**config.mk**
```make
export PLATFORM = sky130hd
export DESIGN_NAME = hazard_ctrl
export DESIGN_NICKNAME = d
export VERILOG_FILES = /design/src/rtl/hazard_ctrl_pkg.sv /design/src/rtl/hazard_detect.sv /design/src/rtl/hazard_ctrl.sv
export SDC_FILE = /design/constraint.sdc
export NUM_CORES = 1
export LEC_CHECK = 0
export ABC_AREA = 1
export BUFFER_PORTS_ARGS = -buffer_cell sky130_fd_sc_hd__buf_2
export CELL_PAD_IN_SITES_DETAIL_PLACEMENT = 1
export CELL_PAD_IN_SITES_GLOBAL_PLACEMENT = 2
export CORE_ASPECT_RATIO = 0.9
export CORE_MARGIN = 4
export CORE_UTILIZATION = 33
export CTS_BUF_LIST = sky130_fd_sc_hd__clkbuf_4
export DETAILED_ROUTE_END_ITERATION = 8
export PLACE_DENSITY = 0.86
export REMOVE_ABC_BUFFERS = 1
export SLEW_MARGIN = 10
export SYNTH_ARGS = -nofsm -noshare
export SYNTH_HDL_FRONTEND = slang
export SYNTH_HIERARCHICAL = 1
export SYNTH_SLANG_ARGS = --single-unit
```
**constraint.sdc**
```tcl
create_clock -name Clk -period 4.17 [get_ports Clk]
set_input_delay 0.2085 -clock Clk [delete_from_list [all_inputs] [get_ports Clk]]
set_output_delay 0.2085 -clock Clk [all_outputs]
set_load 0.03 [all_outputs]
```
**src/rtl/hazard_ctrl_pkg.sv**
```systemverilog
// Shared types for the hazard/stall controller: FSM state encoding,
// register-file address width and the per-stage hold mask.
package hazard_ctrl_pkg;

  localparam int RegFileAddrW = 5;

  typedef enum logic [1:0] {
    HC_RUN      = 2'd0,
    HC_MEM_WAIT = 2'd1,
    HC_MD_WAIT  = 2'd2
  } hcState_t;

  // One hold bit per pipeline register, PC first, MEM/WB last.
  typedef struct packed {
    logic pc;
    logic ifId;
    logic idEx;
    logic exMem;
    logic memWb;
  } stageMask_t;

  // A data-memory wait freezes everything. A mul/div wait lets MEM/WB drain.
  localparam stageMask_t StallAll = stageMask_t'(5'b11111);
  localparam stageMask_t StallMd  = stageMask_t'(5'b11110);

endpackage

```
**src/rtl/hazard_detect.sv**
```systemverilog
// Load-use detector: a load in EX whose destination is read by the
// instruction in ID. Kept separate so the decoder can reuse it.
module hazard_detect
  import hazard_ctrl_pkg::*;
#(
  parameter int RegAddrW = RegFileAddrW
) (
  input  logic [RegAddrW-1:0] rs1Addr,
  input  logic [RegAddrW-1:0] rs2Addr,
  input  logic                rs1En,
  input  logic                rs2En,
  input  logic [RegAddrW-1:0] rdAddr,
  input  logic                memRead,
  output logic                loadUse
);

  // x0 is never a real dependency, so a load into x0 does not stall.
  always_comb begin
    loadUse = memRead && (rdAddr != '0) &&
              ((rs1En && (rs1Addr == rdAddr)) || (rs2En && (rs2Addr == rdAddr)));
  end

endmodule

```
**src/rtl/hazard_ctrl.sv**
```systemverilog
// Pipeline hazard and stall controller: load-use, multi-cycle memory,
// multi-cycle mul/div and taken-branch redirects, with a redirect that
// survives stalls, a memory-timeout flag and a stall-cycle counter.
module hazard_ctrl
  import hazard_ctrl_pkg::*;
#(
  parameter int          CntWidth   = 32,
  parameter int unsigned MemTimeout = 255,
  parameter int          RegAddrW   = RegFileAddrW
) (
  input  logic                Clk,
  input  logic                Rst,
  input  logic [RegAddrW-1:0] Rs1AddrIdIn,
  input  logic [RegAddrW-1:0] Rs2AddrIdIn,
  input  logic                Rs1ReadEnableIdIn,
  input  logic                Rs2ReadEnableIdIn,
  input  logic [RegAddrW-1:0] RdAddrExIn,
  input  logic                MemReadExIn,
  input  logic                MulDivStartExIn,
  input  logic                MulDivDoneIn,
  input  logic                DataReqMemIn,
  input  logic                DataReadyMemIn,
  input  logic                BranchTakenExIn,
  output logic                StallPcOut,
  output logic                StallIfIdOut,
  output logic                StallIdExOut,
  output logic                StallExMemOut,
  output logic                StallMemWbOut,
  output logic                FlushIfIdOut,
  output logic                FlushIdExOut,
  output logic                RedirectOut,
  output logic [CntWidth-1:0] StallCntOut,
  output logic                ErrorOut
);

  // Wide enough to hold MemTimeout itself; the counter parks there.
  localparam int             ToW   = $clog2(MemTimeout + 2);
  localparam logic [ToW-1:0] ToMax = ToW'(MemTimeout);

  hcState_t       state, stateNext;
  logic           redirectPending, redirectPendingNext;
  logic [ToW-1:0] timeoutCnt, timeoutCntNext;
  logic           setError;
  stageMask_t     stall;
  logic           flushIfId, flushIdEx, redirect;
  logic           loadUse, memCause, mdCause;

  hazard_detect #(.RegAddrW(RegAddrW)) uDetect (
    .rs1Addr (Rs1AddrIdIn),
    .rs2Addr (Rs2AddrIdIn),
    .rs1En   (Rs1ReadEnableIdIn),
    .rs2En   (Rs2ReadEnableIdIn),
    .rdAddr  (RdAddrExIn),
    .memRead (MemReadExIn),
    .loadUse (loadUse)
  );

  // A same-cycle acknowledge means the access finished without waiting.
  assign memCause = DataReqMemIn && !DataReadyMemIn;
  assign mdCause  = MulDivStartExIn && !MulDivDoneIn;

  // Next-state and same-cycle stall/flush/redirect decode.
  always_comb begin
    // NOTE: every signal gets a default before the case so no path leaves it unassigned and no latch is inferred.
    stateNext           = state;
    redirectPendingNext = redirectPending;
    timeoutCntNext      = timeoutCnt;
    setError            = 1'b0;
    stall               = '0;
    flushIfId           = 1'b0;
    flushIdEx           = 1'b0;
    redirect            = 1'b0;
    unique case (state)
      HC_RUN: begin
        if (memCause) begin
          stall     = StallAll;
          stateNext = HC_MEM_WAIT;
          if (BranchTakenExIn) redirectPendingNext = 1'b1;
        end else if (mdCause) begin
          stall     = StallMd;
          stateNext = HC_MD_WAIT;
          if (BranchTakenExIn) redirectPendingNext = 1'b1;
        end else if (redirectPending || BranchTakenExIn) begin
          // The flush of ID/EX also discards any load-use consumer.
          redirect            = 1'b1;
          flushIfId           = 1'b1;
          flushIdEx           = 1'b1;
          redirectPendingNext = 1'b0;
        end else if (loadUse) begin
          stall.pc   = 1'b1;
          stall.ifId = 1'b1;
          flushIdEx  = 1'b1;
        end
      end
      HC_MEM_WAIT: begin
        if (DataReadyMemIn) begin
          stateNext      = HC_RUN;
          timeoutCntNext = '0;
        end else begin
          stall = StallAll;
          if (timeoutCnt != ToMax) timeoutCntNext = timeoutCnt + ToW'(1);
          if ((MemTimeout != 0) && (timeoutCntNext == ToMax)) setError = 1'b1;
        end
      end
      HC_MD_WAIT: begin
        if (MulDivDoneIn) stateNext = HC_RUN;
        else              stall     = StallMd;
      end
      default: stateNext = HC_RUN;
    endcase
  end

  // Strobes are forced low during reset; a flush overrides a hold on the same register.
  always_comb begin
    StallPcOut    = !Rst && stall.pc;
    StallIfIdOut  = !Rst && stall.ifId && !flushIfId;
    StallIdExOut  = !Rst && stall.idEx && !flushIdEx;
    StallExMemOut = !Rst && stall.exMem;
    StallMemWbOut = !Rst && stall.memWb;
    FlushIfIdOut  = !Rst && flushIfId;
    FlushIdExOut  = !Rst && flushIdEx;
    RedirectOut   = !Rst && redirect;
  end

  // State, pending redirect, timeout, sticky error and saturating stall count.
  always_ff @(posedge Clk or posedge Rst) begin
    // NOTE: registers take non-blocking assignments so every flop samples pre-edge values.
    if (Rst) begin
      state           <= HC_RUN;
      redirectPending <= 1'b0;
      timeoutCnt      <= '0;
      ErrorOut        <= 1'b0;
      StallCntOut     <= '0;
    end else begin
      state           <= stateNext;
      redirectPending <= redirectPendingNext;
      timeoutCnt      <= timeoutCntNext;
      if (setError) ErrorOut <= 1'b1;
      if (StallPcOut && (StallCntOut != '1)) StallCntOut <= StallCntOut + CntWidth'(1);
    end
  end

endmodule

```
### Word level (Yosys, flattened, before mapping)

Index checks and enable logic that the tools add are counted.

* flip-flop bits (word level): 45
* output and inout port bits: 41
* word-level logic and storage cells: 78

* equal/unequal tests: 10
* reduce and logical (&&, ||, !) cells: 28
* add/subtract/negate cells: 2
* multiplexer cells: 33

Operators with widths (number)
* 2-to-1 mux 9 bit: 4
* adder 32 x 1 -> 32 bit, second input constant: 1
* inequality test 32 bit, second input constant: 1
* logical AND 1 bit: 16
* 2-to-1 mux 1 bit: 16
* 2-to-1 mux 5 bit: 3
* one-hot mux 5 bit (3 select lines): 1
* 2-to-1 mux 2 bit: 7
* equality test 5 bit: 2
* adder 9 x 1 -> 9 bit, second input constant: 1
* equality test 9 x 8 -> 1 bit, second input constant: 1
* inequality test 9 x 8 -> 1 bit, second input constant: 1
* one-hot mux 2 bit (3 select lines): 1
* zero test 1 bit: 5
* nonzero test 5 bit: 1
* inequality test 2 bit, second input constant: 2
* 2-to-1 mux 3 bit: 1
* inequality test 3 bit, second input constant: 1
* AND reduction 3 bit: 1
* nonzero test 3 bit: 1
* equality test 2 x 1 -> 1 bit, second input constant: 1
* equality test 2 bit, second input constant: 1
* zero test 2 bit: 1
* logical OR 1 bit: 2
* AND reduction 2 bit: 1

### Logic depth before layout (Yosys ltp)

Gate-level depths: netlist of run 1.

* depth after elaboration: 11
* mapped depth: 15

### Cells and area by module

The synthesis of run 1 kept the hierarchy.

Modules (own cells, without submodules)
* hazard_ctrl: instances 1, cells each 449, area each 3064.2 um^2
* hazard_detect: instances 1, cells each 54, area each 216.5 um^2

### Least setup slack after synthesis of run 1

No wires, ideal clock.

* path type: register to output
* from: reg state[1]
* to: out RedirectOut
* cell stages (with the launch flop): 7
* arrival: 1915 ps
* buffers on the path: 1
* path slack: 2047 ps
* required time: 3962 ps
* cell sequence: dfrtp_1 > nor2_1 > inv_1 > nor2_1 > nand2_1 > nor3_1 > buf_4

* word-level cells in the longest chain between the ends: 3

RTL lines
* from (decl): RTL line hazard_ctrl.sv:40 `hcState_t state, stateNext;`
* from (signal assigned): RTL line hazard_ctrl.sv:135 `state <= stateNext;`
* zero test 2 bit
* 2-to-1 mux 1 bit
* logical AND 1 bit
* to (decl): RTL line hazard_ctrl.sv:31 `output logic RedirectOut,`

Every way passes these cells.

### Worst setup path in the final report of run 1

* from: reg StallCntOut[0]
* to: reg StallCntOut[21]

* word-level cells in the longest chain between the ends: 2
* elaborated cells between the ends (all ways): 3

RTL lines
* from (decl): RTL line hazard_ctrl.sv:32 `output logic [CntWidth-1:0] StallCntOut,`
* from (signal assigned): RTL line hazard_ctrl.sv:139 `if (StallPcOut && (StallCntOut != '1)) StallCntOut <= StallCntOut + CntWidth'(1);`
* parallel branches: the longest is 2 deep, another holds adder 32 x 1 -> 32 bit

Parallel ways; which one is timed is not known.
A chain may end at the register's enable or synchronous reset.

==> out/results.md, run 1 <==
| Step | Parameter | Reported |
|:---|:---|:---|
| flow run | Number of max-cap violations | 0 |
| power and ir drop | Max IR drop VDD | 0.220 mV |
| route | Vias | 3254 |
| cts | CTS resizes | 0 |
| setup path | Series of cell instances along the critical path | ha_1 > inv_1 > nor2_4 > nand2_4 > nor2_8 > nand3b_4 > nand2_4 > inv_4 > nand2_1 > nand2_1 |
| global route | Number of antenna violations at the first check in global routing | 0 |
| logic synthesis | Number of distinct library cell variants in the gate-level netlist after synthesis | 31 |
| logic synthesis | Share of flip-flops with an asynchronous set or reset | 1.00 |
| global route | Overall fraction of global-route tracks in use | 0.169 |
| die | Boundary Pins | 66 |
| timing | Setup Total Neg Slack | 0 ns |
| timing | Unrepaired setup endpoints after global routing | no |
| timing | Pin slew with the least headroom to its limit | 0.973 ns |
| route | Via density per instance | 4.69 |
| die | Core ar. | 9700 sq um |
| timing | Worst clock skew on the final layout | 0.0214 ns |
| route | Number of violations reported at the end of detailed-routing iteration 0 | 118 |
| logic synthesis | Count of state elements after synthesis | 45 |
| timing | Minimum clock period after layout | 2.30 ns |
| logic synthesis | Most frequent cells after synthesis | nand2_1 (224), nor2_1 (61), inv_1 (47) |
| power and ir drop | Total power density per cell area | 341 nW/um^2 |
| die | Total number of placement rows | 34 |
| layout | Layout Area Growth over Synthesis | 13.6% |
| route | Number of search-and-repair iterations in the first detailed-routing pass | 4 |
| cts | Number of buffers added to fix hold violations after cts | 0 |
| die | DIE HEIGHT | 103 um |
| global route | Maximum number of pins on one net before global-route repair | 46 |
| placement | Final estimated routing congestion in global placement | 0.835 |
| route | Remaining number of nets flagged by the antenna check after routing | 0 |
| placement | Worst slack after detailed placement | 1.85 ns |
| setup path | Critical Path End Type | register |
| logic synthesis | Sequential area share after synthesis | 0.343 |
| timing | Number of failing setup endpoints in the final timing report | 0 |
| timing | Worst slew margin relative to its limit | 0.350 |
| timing | Final clock period utilization by the worst path | 0.553 |
| die | Starting Density | 0.338 |
| power and ir drop | Static leakage power | 1.98 nW |
| layout | Fraction of the core area covered by cells at the end of the flow | 0.384 |
| cts | H-tree lvl count | 2 |
| logic synthesis | Most frequent cell after synthesis | nand2_1 |
| die | Die Area | 11600 sq um |
| placement | IO buf count | 65 |
| status | Result of the run | finished clean |
| timing | Final WS setup | 1.87 ns |
| setup path | Critical Path Start Type | register |
| placement | Hpwl dp | 7.57 mm |
| placement | Placed standard-cell area | 3670 sq um |
| setup path | Worst endpoint data arrival time | 2.55 ns |
| cts | Latest clock arrival within the worst-skew pair | 0.37 ns |
| cts | Clk slew on worst S/H paths | 0.14 ns |
| logic synthesis | Yosys Warn Count | 6 |
| cts | TritonCTS Sinks | 45 |
| logic synthesis | Top cell type's share of synthesized area | 0.343 |
| die | Chip width | 113 um |
| layout | Inserted Diodes | 0 |
| setup path | Worst Setup Path Type | register to register |
| route | Total DRC errors in the routed layout | 0 |
| setup path | Maximum cell stage delay along the critical path | 0.48 ns |
| layout | Fin nets | 594 |
| timing | Number of slew-limit violations in the final report | 0 |
| logic synthesis | Post-synth EDFFs | 0 |
| logic synthesis | Average footprint of a synthesized cell | 6.52 sq um |
| timing | Hold Violations, Final | 0 |
| cts | Clock buffers created by TritonCTS | 5 |
| layout | Share of final-layout standard cells stronger than drive strength 1 | 0.188 |
| setup path | CP required | 4.42 ns |
| layout | Design Area, Final | 3730 sq um |
| logic synthesis | Leading cell types by total area after synthesis | dfrtp_1 (34%), nand2_1 (26%), nor2_1 (7.0%) |
| cts | Clk Tree Root Cell | clkbuf_4 |
| route | Average detailed-routed wire length per instance | 13.6 um |
| global route | GRT overflow | 0 |
| global route | Vias in the first global route | 3292 |
| global route | Global-route wire length before repair | 16.0 mm |
| logic synthesis | Post-Synthesis Cell Area | 3280 sq um |
| timing | Highest attainable clock frequency | 434 MHz |
| setup path | Critical path peak fanout | 38 |
| logic synthesis | Syn Inst Count | 503 |
| logic synthesis | Post-synth top area cell | dfrtp_1 |
| setup path | Critical path's slowest cell | dfrtp_1 |
| layout | Total of fill cells in the finished design | 1353 |
| worst hold path | Min-delay worst type | input pin to register |
| route | Routed Wire Length | 9.44 mm |
| cts | Number of post-CTS setup repair buffers | 0 |
| cts | TritonCTS clock tree | done |
| logic synthesis | Top flip-flop cell by instance count after synthesis | dfrtp_1 |
| cts | Buffers from clock root to sink, at most | 2 |
## power by group
part	internal [mW]	switching, mW	total [mW]	leakage, nW
logic	0.135	0.333	0.468	1.33
registers	0.500	0.0842	0.585	0.611
clock network	0.0711	0.147	0.218	0.0354
## layer usage
metal / global-route usage / routed length, um / vias up
li1: - / - / 1671
met3: 0.0229 / 325 / 8
met2: 0.283 / 4310 / 42
met1: 0.234 / 4670 / 1533
met4: 0.0379 / 125 / 0
met5: 0 / 0 / -
## cells in the final DEF (no fill, tap or decap), types with 5 or more instances in the layout
| cell | n |
|---|---|
| buf_2 | 65 |
| nand2_2 | 15 |
| clkbuf_4 | 6 |
| inv_1 | 46 |
| nand2_1 | 224 |
| nor2_1 | 61 |
| xor2_1 | 9 |
| o21ai_0 | 15 |
| nand4_1 | 7 |
| dfrtp_1 | 45 |
| a21oi_1 | 5 |
| nand3_1 | 20 |
| inv_2 | 5 |
| xnor2_1 | 15 |
## final timing paths
check	startpoint	endpoint	cells past startpoint	slack, ns
worst min register to register	ErrorOut	ErrorOut	2	0.48
max in group asynchronous	Rst	timeoutCnt[1]	2	3.42
worst max register to register	StallCntOut[0]	StallCntOut[21]	10	1.87
min in group asynchronous	Rst	StallCntOut[23]	2	0.14
worst min-delay path	DataReadyMemIn	timeoutCnt[8]	4	0.11
worst max-delay path	StallCntOut[0]	StallCntOut[21]	10	1.87
## final cells by class
type | instances | area (sq um) | share of cell area
tap | 126 | 158 | 0.0423
clock inverter | 2 | 10.0 | 0.00269
multi-input combinational | 396 | 1860 | 0.498
timing repair buffer | 65 | 325 | 0.0873
sequential | 45 | 1130 | 0.302
clock buffer | 6 | 45.0 | 0.0121
inverter | 54 | 205 | 0.0551
## per-stage QoR
step	cells	total power, mW	hold slack (ns)
after global routing	694	1.38	0.116
after global placement	686	1.05	0.447
after floorplan	495	0.914	0.404
final	694	1.27	0.109
after detailed placement	686	1.07	0.454
after CTS	694	1.29	0.0990
## state kept, by name (all words and copies together) (netlist names)
| name | count |
|---|---|
| StallCntOut | 32 |
| timeoutCnt | 9 |
| redirectPending | 1 |
| state | 2 |
| ErrorOut | 1 |
## worst max-delay path, delay by kind of cell (launching register included)
family	cells	cell delay, ns
fa+ha+maj	1	0.28
simple gates	7	1.09
flops	1	0.48
buf+inv	2	0.33
## kinds of logic (layout without fill, tap and decap cells)
logic type	after synthesis	count (layout)	share of synthesized area
buffers and inverters	62	127	0.0908
adders and majority gates	2	2	0.00763
DFF	45	45	0.343
xor gates and xnor gates	24	24	0.0641
and+or+nand+nor	343	343	0.445
AOI/OAI and AO/OA	27	27	0.0496
No activity file was read; power rests on OpenSTA's default activity.
==> inputs of run 2 (changes only) <==
- ABC_AREA: 1 -> 0
- CORE_UTILIZATION: 33 -> 30
- PLACE_DENSITY: 0.86 -> 0.76
- clock period: 4.17 -> 2.1 ns (I/O delays scaled with it)
==> run 2 against run 1 <==
Net effect: register-to-register slack got worse by 1.8 ns; clock power rose to 2.6 times the previous value; hold slack lost 0.058 ns; first-iteration DRC count down 31%; flip-flop and latch count stayed put; critical path type unchanged; largest power group unchanged.
==> out/results.md, run 2 <==
| Step | Parameter | Reported |
|:---|:---|:---|
| layout | Largest registers ranked by flip-flop count | StallCntOut x32, timeoutCnt x9, state x2 |
| timing | Final WS setup | 0.0300 ns |
| logic synthesis | Number of distinct library cell variants in the gate-level netlist after synthesis | 50 |
| logic synthesis | Top cell type's share of synthesized area | 0.444 |
| global route | Overall fraction of global-route tracks in use | 0.153 |
| setup path | Series of cell instances along the critical path | or2_1 > o32a_1 > or3_4 > buf_12 > a21boi_4 > nand3_2 > mux2_4 |
| power and ir drop | Total design power | 2.33 mW |
| cts | Buffers from clock root to sink, at most | 2 |
| layout | Commonest cells after routing, fill and taps aside | buf_2 (64), dfrtp_1 (45), buf_4 (32) |
| die | Starting Density | 0.311 |
| layout | Inserted Diodes | 0 |
| die | DIE HEIGHT | 95.2 um |
| cts | H-tree lvl count | 2 |
| cts | Clock buffers created by TritonCTS | 5 |
| logic synthesis | Syn Inst Count | 260 |
| setup path | Critical Path Start Type | register |
| timing | Number of failing setup endpoints in the final timing report | 0 |
| logic synthesis | Post-synth EDFFs | 0 |
| layout | Fin nets | 388 |
| placement | IO buf count | 65 |
| logic synthesis | Most frequent cells after synthesis | dfrtp_1 (45), xnor2_1 (31), nand2_1 (20), nand3_1 (20), nand4_1 (17) |
| global route | GRT overflow | 0 |
| timing | Number of slew-limit violations in the final report | 0 |
| cts | TritonCTS clock tree | done |
| flow run | Number of max-cap violations | 0 |
| die | Boundary Pins | 66 |
| logic synthesis | Yosys Warn Count | 6 |
| cts | Latest clock arrival within the worst-skew pair | 0.37 ns |
| global route | Maximum number of pins on one net before global-route repair | 22 |
| setup path | Critical path's slowest cell | dfrtp_1 |
| logic synthesis | Post-Synthesis Cell Area | 2540 sq um |
| logic synthesis | Count of state elements after synthesis | 45 |
| layout | Largest Register | StallCntOut |
| die | Core ar. | 8150 sq um |
| die | Die Area | 9990 sq um |
| placement | Hpwl dp | 5.65 mm |
| timing | Pin slew with the least headroom to its limit | 0.597 ns |
| timing | Highest attainable clock frequency | 483 MHz |
| global route | Global-route wire length before repair | 12.5 mm |
| timing | Unrepaired setup endpoints after global routing | yes |
| route | Number of violations reported at the end of detailed-routing iteration 0 | 81 |
| logic synthesis | Most frequent cell after synthesis | dfrtp_1 |
| die | Chip width | 105 um |
| route | Routed Wire Length | 7.42 mm |
| status | Result of the run | finished clean |
| timing | Worst slew margin relative to its limit | 0.599 |
| logic synthesis | Share of flip-flops with an asynchronous set or reset | 1.00 |
| logic synthesis | Post-synth top area cell | dfrtp_1 |
| global route | Number of antenna violations at the first check in global routing | 0 |
| route | Number of search-and-repair iterations in the first detailed-routing pass | 4 |
| layout | Largest register FFs | 32 |
| layout | Total of fill cells in the finished design | 977 |
| setup path | Worst Setup Path Type | register to register |
| route | Total DRC errors in the routed layout | 0 |
| worst hold path | Min-delay worst type | input pin to register |
| timing | Hold Violations, Final | 0 |
| global route | Vias in the first global route | 2568 |
| setup path | Critical path peak fanout | 4 |
| setup path | Combined buffer and inverter count along the critical path | 1 |
| timing | Setup Total Neg Slack | 0 ns |
| timing | Minimum clock period after layout | 2.07 ns |
| logic synthesis | Average footprint of a synthesized cell | 9.75 sq um |
| die | Total number of placement rows | 31 |
| cts | TritonCTS Sinks | 45 |
| route | Average detailed-routed wire length per instance | 16.1 um |
| timing | Worst clock skew on the final layout | 0.00980 ns |
| layout | Layout Area Growth over Synthesis | 33.0% |
| layout | Share of final-layout standard cells stronger than drive strength 1 | 0.337 |
| timing | Final clock period utilization by the worst path | 0.986 |
| setup path | CP required | 2.36 ns |
| layout | Most common cell after layout, fill and taps aside | buf_2 |
| route | Vias | 2354 |
| setup path | Critical Path End Type | register |
| cts | Clk slew on worst S/H paths | 0.13 ns |
| cts | Clk Tree Root Cell | clkbuf_4 |
| setup path | Maximum cell stage delay along the critical path | 0.42 ns |
| timing | Hold_ws | 0.0509 ns |
| placement | Worst slack after detailed placement | -0.236 ns |
| power and ir drop | Total power density per cell area | 690 nW/um^2 |
| setup path | Worst endpoint data arrival time | 2.33 ns |
| route | Remaining number of nets flagged by the antenna check after routing | 0 |
| placement | Final estimated routing congestion in global placement | 0.863 |
| route | Via density per instance | 5.11 |
| logic synthesis | Sequential area share after synthesis | 0.444 |
| setup path | Worst path top cell family by delay | simple AND/OR/NAND/NOR gates |
| power and ir drop | Max IR drop VDD | 0.531 mV |
| power and ir drop | Static leakage power | 1.60 nW |
| logic synthesis | Top flip-flop cell by instance count after synthesis | dfrtp_1 |
| logic synthesis | Leading cell types by total area after synthesis | dfrtp_1 (44%), xnor2_1 (11%), nand4_1 (4.2%) |
[run 2: layer usage]
layer / global-route usage / wire (um)
met5: 0 / 0
met3: 0.0284 / 209
met2: 0.267 / 3670
met1: 0.197 / 3470
met4: 0.0383 / 73
[run 2: worst paths after layout]
check | start | end | slack (ns) | cells after the start
min | DataReqMemIn | state[0] | 0.05 | 3
min in group asynchronous | Rst | StallCntOut[7] | 0.33 | 3
max | state[0] | StallCntOut[14] | 0.03 | 7
max in group asynchronous | Rst | timeoutCnt[4] | 1.24 | 4
min reg2reg | ErrorOut | ErrorOut | 0.48 | 1
max reg2reg | state[0] | StallCntOut[14] | 0.03 | 7
[run 2: logic make-up (layout without fill, tap and decap cells)]
logic type | count (synthesis) | in the layout | synth area share
adder cells (fa/ha/maj) | 2 | 2 | 0.00987
buffers and inverters | 13 | 114 | 0.0256
flip-flops | 45 | 45 | 0.444
AO/OA/AOI/OAI | 40 | 41 | 0.110
AND/OR/NAND/NOR | 119 | 119 | 0.266
multiplexers | 2 | 2 | 0.0104
XOR/XNOR | 39 | 39 | 0.135
[run 2: metrics by stage]
| step | std cells | util | instance area [sq um] |
|---|---|---|---|
| 3_5_place_dp | 442 | 0.387 | 3150 |
| 4_1_cts | 457 | 0.408 | 3320 |
| 2_1_floorplan | 251 | - | 2490 |
| 6_report | 461 | 0.414 | 3370 |
| 3_3_place_gp | 442 | 0.387 | 3150 |
| 5_1_grt | 461 | 0.414 | 3370 |
[run 2: report_power, final]
group | internal, mW | leakage (nW) | switching, mW | total, mW
Sequential | 0.948 | 0.613 | 0.0853 | 1.03
Clock | 0.267 | 0.0459 | 0.304 | 0.571
Combinational | 0.304 | 0.944 | 0.420 | 0.724
[run 2: repair_timing]
item,4_1_cts,5_1_grt
cloned,0,1
endpoints found under the setup margin,10,19
hold endpoints to repair,14,0
setup buffers,5,3
resized for setup,5,6
pin swaps,8,3
hold buffers,2,0
[run 2: final cells by class]
class | instances | area, sq um | share of cell area
Multi-Input combinational cell | 203 | 1380 | 0.409
Tap cell | 99 | 124 | 0.0367
Timing Repair Buffer | 102 | 643 | 0.191
Clock buffer | 6 | 45.0 | 0.0134
Inverter | 4 | 15.0 | 0.00445
Clock inverter | 2 | 38.8 | 0.0115
Sequential cell | 45 | 1130 | 0.334
[run 2: tightest hold or removal path: stages]
cell and delay (ns):
buf_2 0.09, nor2_2 0.05, nor3_1 0.12
==> inputs of run 3 (changes only) <==
- PLACE_DENSITY: 0.76 -> not set
- PLACE_DENSITY_LB_ADDON: not set -> 0.1
==> run 3 against run 2 <==
Net effect: the flow now finishes with violations (negative setup slack); die area unchanged; sequential share of layout area decreased by 0.11 points; global-route usage decreased by 0.27 points; first-iteration DRC count decreased by 28%; critical path type unchanged; largest cell class unchanged; largest power group unchanged.
==> out/results.md, run 3 (synthesis results as in run 2) <==
| Step | Parameter | Reported |
|:---|:---|:---|
| placement | Placed standard-cell area | 3170 sq um |
| power and ir drop | Total power density per cell area | 648 nW/um^2 |
| timing | Number of failing setup endpoints in the final timing report | 1 |
| cts | Clk slew on worst S/H paths | 0.14 ns |
| power and ir drop | Switching power as a share of total power | 0.359 |
| layout | Total of fill cells in the finished design | 967 |
| power and ir drop | Static leakage power | 1.60 nW |
| placement | Final estimated routing congestion in global placement | 0.754 |
| timing | Minimum clock period after layout | 2.16 ns |
| setup path | Worst Setup Path Type | register to register |
| layout | Fraction of the core area covered by cells at the end of the flow | 0.416 |
| power and ir drop | Power spent charging and discharging nets | 0.788 mW |
| global route | Vias in the first global route | 2480 |
| status | Violations in the final reports | negative setup slack |
| setup path | Critical path peak fanout | 5 |
| placement | Hpwl dp | 5.43 mm |
| timing | Highest attainable clock frequency | 463 MHz |
| layout | Design Area, Final | 3380 sq um |
| power and ir drop | Clock power frac | 0.185 |
| worst hold path | Min-delay worst type | input pin to register |
| layout | Multi-input combinational cell area | 1400 sq um |
| layout | Count of non-filler cells in the finished layout | 463 |
| layout | Largest register FFs | 32 |
| power and ir drop | Combinational share of power | 0.349 |
| setup path | CP required | 2.36 ns |
| setup path | Critical Path Start Type | register |
| cts | Clk Tree Root Cell | clkbuf_4 |
| die | Boundary Pins | 66 |
| setup path | Worst Reg2Reg Path Length in Cells | 7 |
| power and ir drop | Seq pwr share | 0.466 |
| route | Total DRC errors in the routed layout | 0 |
| die | DIE HEIGHT | 95.2 um |
| die | Total number of placement rows | 31 |
| route | Number of search-and-repair iterations in the first detailed-routing pass | 6 |
| placement | IO buf count | 65 |
| layout | Register area | 1130 sq um |
| timing | Pin slew with the least headroom to its limit | 0.462 ns |
| global route | Maximum number of pins on one net before global-route repair | 27 |
| setup path | Setup slack on the worst flop-to-flop path | -0.06 ns |
| global route | GRT overflow | 0 |
| die | Die Area | 9990 sq um |
| layout | Largest registers ranked by flip-flop count | StallCntOut x32, timeoutCnt x9, state x2 |
| setup path | Launching point of the worst reg2reg path | state[0] |
| layout | Largest Register | StallCntOut |
| timing | Number of slew-limit violations in the final report | 0 |
| layout | Share of final-layout standard cells stronger than drive strength 1 | 0.349 |
| timing | Worst clock skew on the final layout | 0.0129 ns |
| die | Core ar. | 8150 sq um |
| route | Remaining number of nets flagged by the antenna check after routing | 0 |
| timing | Final WS setup | -0.0608 ns |
| layout | Layout Area Growth over Synthesis | 33.4% |
| timing | Hold_ws | 0.0352 ns |
| cts | Latest clock arrival within the worst-skew pair | 0.36 ns |
| flow run | Number of max-cap violations | 0 |
| timing | Worst slew margin relative to its limit | 0.691 |
| global route | Number of antenna violations at the first check in global routing | 0 |
| cts | Buffers from clock root to sink, at most | 2 |
| worst hold path | Instance count along the most critical hold path | 3 |
| cts | TritonCTS Sinks | 45 |
| route | Vias | 2366 |
| power and ir drop | Total design power | 2.19 mW |
| route | Number of violations reported at the end of detailed-routing iteration 0 | 58 |
| cts | H-tree lvl count | 2 |
| layout | Commonest cells after routing, fill and taps aside | buf_2 (61), dfrtp_1 (45), buf_4 (35) |
| setup path | Critical Path End Type | register |
| cts | TritonCTS clock tree | done |
| status | Result of the run | finished, violations left |
| global route | Global-route wire length before repair | 12.2 mm |
| cts | Clock buffers created by TritonCTS | 5 |
| worst hold path | Start point of the worst min-delay path | MulDivStartExIn |
| die | Starting Density | 0.311 |
| power and ir drop | Max IR drop VDD | 0.544 mV |
| setup path | Reg-to-reg endpoint | StallCntOut[14] |
| timing | Setup Total Neg Slack | -0.0608 ns |
| timing | Final clock period utilization by the worst path | 1.03 |
| timing | Hold Violations, Final | 0 |
| die | Chip width | 105 um |
| layout | Most common cell after layout, fill and taps aside | buf_2 |
| layout | Fin nets | 390 |
| timing | Unrepaired setup endpoints after global routing | yes |
| route | Routed Wire Length | 7.19 mm |
| layout | Inserted Diodes | 0 |
| power and ir drop | Internal power component | 1.40 mW |
| worst hold path | WHS Endpoint | state[1] |
| placement | Total instance count after detailed placement | 444 |
| route | Average detailed-routed wire length per instance | 15.5 um |
| placement | Worst slack after detailed placement | -0.258 ns |
| global route | Overall fraction of global-route tracks in use | 0.150 |
| route | Via density per instance | 5.11 |
| setup path | Worst endpoint data arrival time | 2.42 ns |
[run 3: changes by cell type in the layout (fill, tap and decap cells not counted), moves of 2 or more]
| cell | previous run | this run |
|---|---|---|
| buf_2 | 64 | 61 |
| buf_4 | 32 | 35 |
| a211oi_1 | 2 | 0 |
| a211oi_2 | 0 | 2 |
| buf_6 | 2 | 4 |
| buf_8 | 0 | 2 |
| nor3_1 | 6 | 4 |
| nor3_2 | 0 | 2 |
[run 3: area by class of cell]
class	count	share of cell area
multi-input cells	203	0.413
repair buffers	104	0.199
flip-flops and latches	45	0.333
well taps	99	0.0366
inverters	4	0.00444
clock buffers	5	0.0111
clock inverters	3	0.00370
[run 3: worst max path at each step]
| stage | startpoint | end | slack (ns) | cells after the start |
|---|---|---|---|---|
| 4_1_cts | state[0] | StallCntOut[14] | -0.08 | 7 |
| 6_report | state[0] | StallCntOut[14] | -0.06 | 7 |
| 2_1_floorplan | StallCntOut[0] | StallCntOut[1] | -0.24 | 7 |
| 5_1_grt | state[0] | StallCntOut[14] | -0.13 | 7 |
| 3_3_place_gp | RdAddrExIn[1] | StallCntOut[14] | -0.20 | 10 |
| 3_5_place_dp | RdAddrExIn[1] | StallCntOut[14] | -0.26 | 10 |
[run 3: power groups by stage]
stage	Sequential, mW	Clock (mW)	Combinational [mW]
floorplan	1.17	0	0.256
global placement	1.03	0	0.692
detailed placement	1.04	0	0.696
CTS	1.02	0.430	0.730
global route	1.04	0.477	0.841
finish	1.02	0.406	0.765
[run 3: what timing repair did]
action                                  4_1_cts  5_1_grt
cloned                                        0        1
setup buffers                                 5        4
resized for setup                             9       13
hold buffers                                  1        0
endpoints found under the setup margin       27       34
hold endpoints to repair                     19        0
pin swaps                                     8        9
[run 3: worst max-delay path, cell delays in order, from the launching register on]
cell	delay, ns
dfrtp_1	0.44
or2_1	0.25
o32a_1	0.22
or3_4	0.38
buf_6	0.15
a21boi_4	0.22
nand3_2	0.10
mux2_4	0.30
[run 3: metal layers]
layer  GRT usage  part of all wire  vias to the layer above
met5           0                 0                        -
met4      0.0393             0.010                        0
met3      0.0311             0.030                        7
met2       0.247              0.47                       35
met1       0.203              0.49                     1164
li1            -                 -                     1160
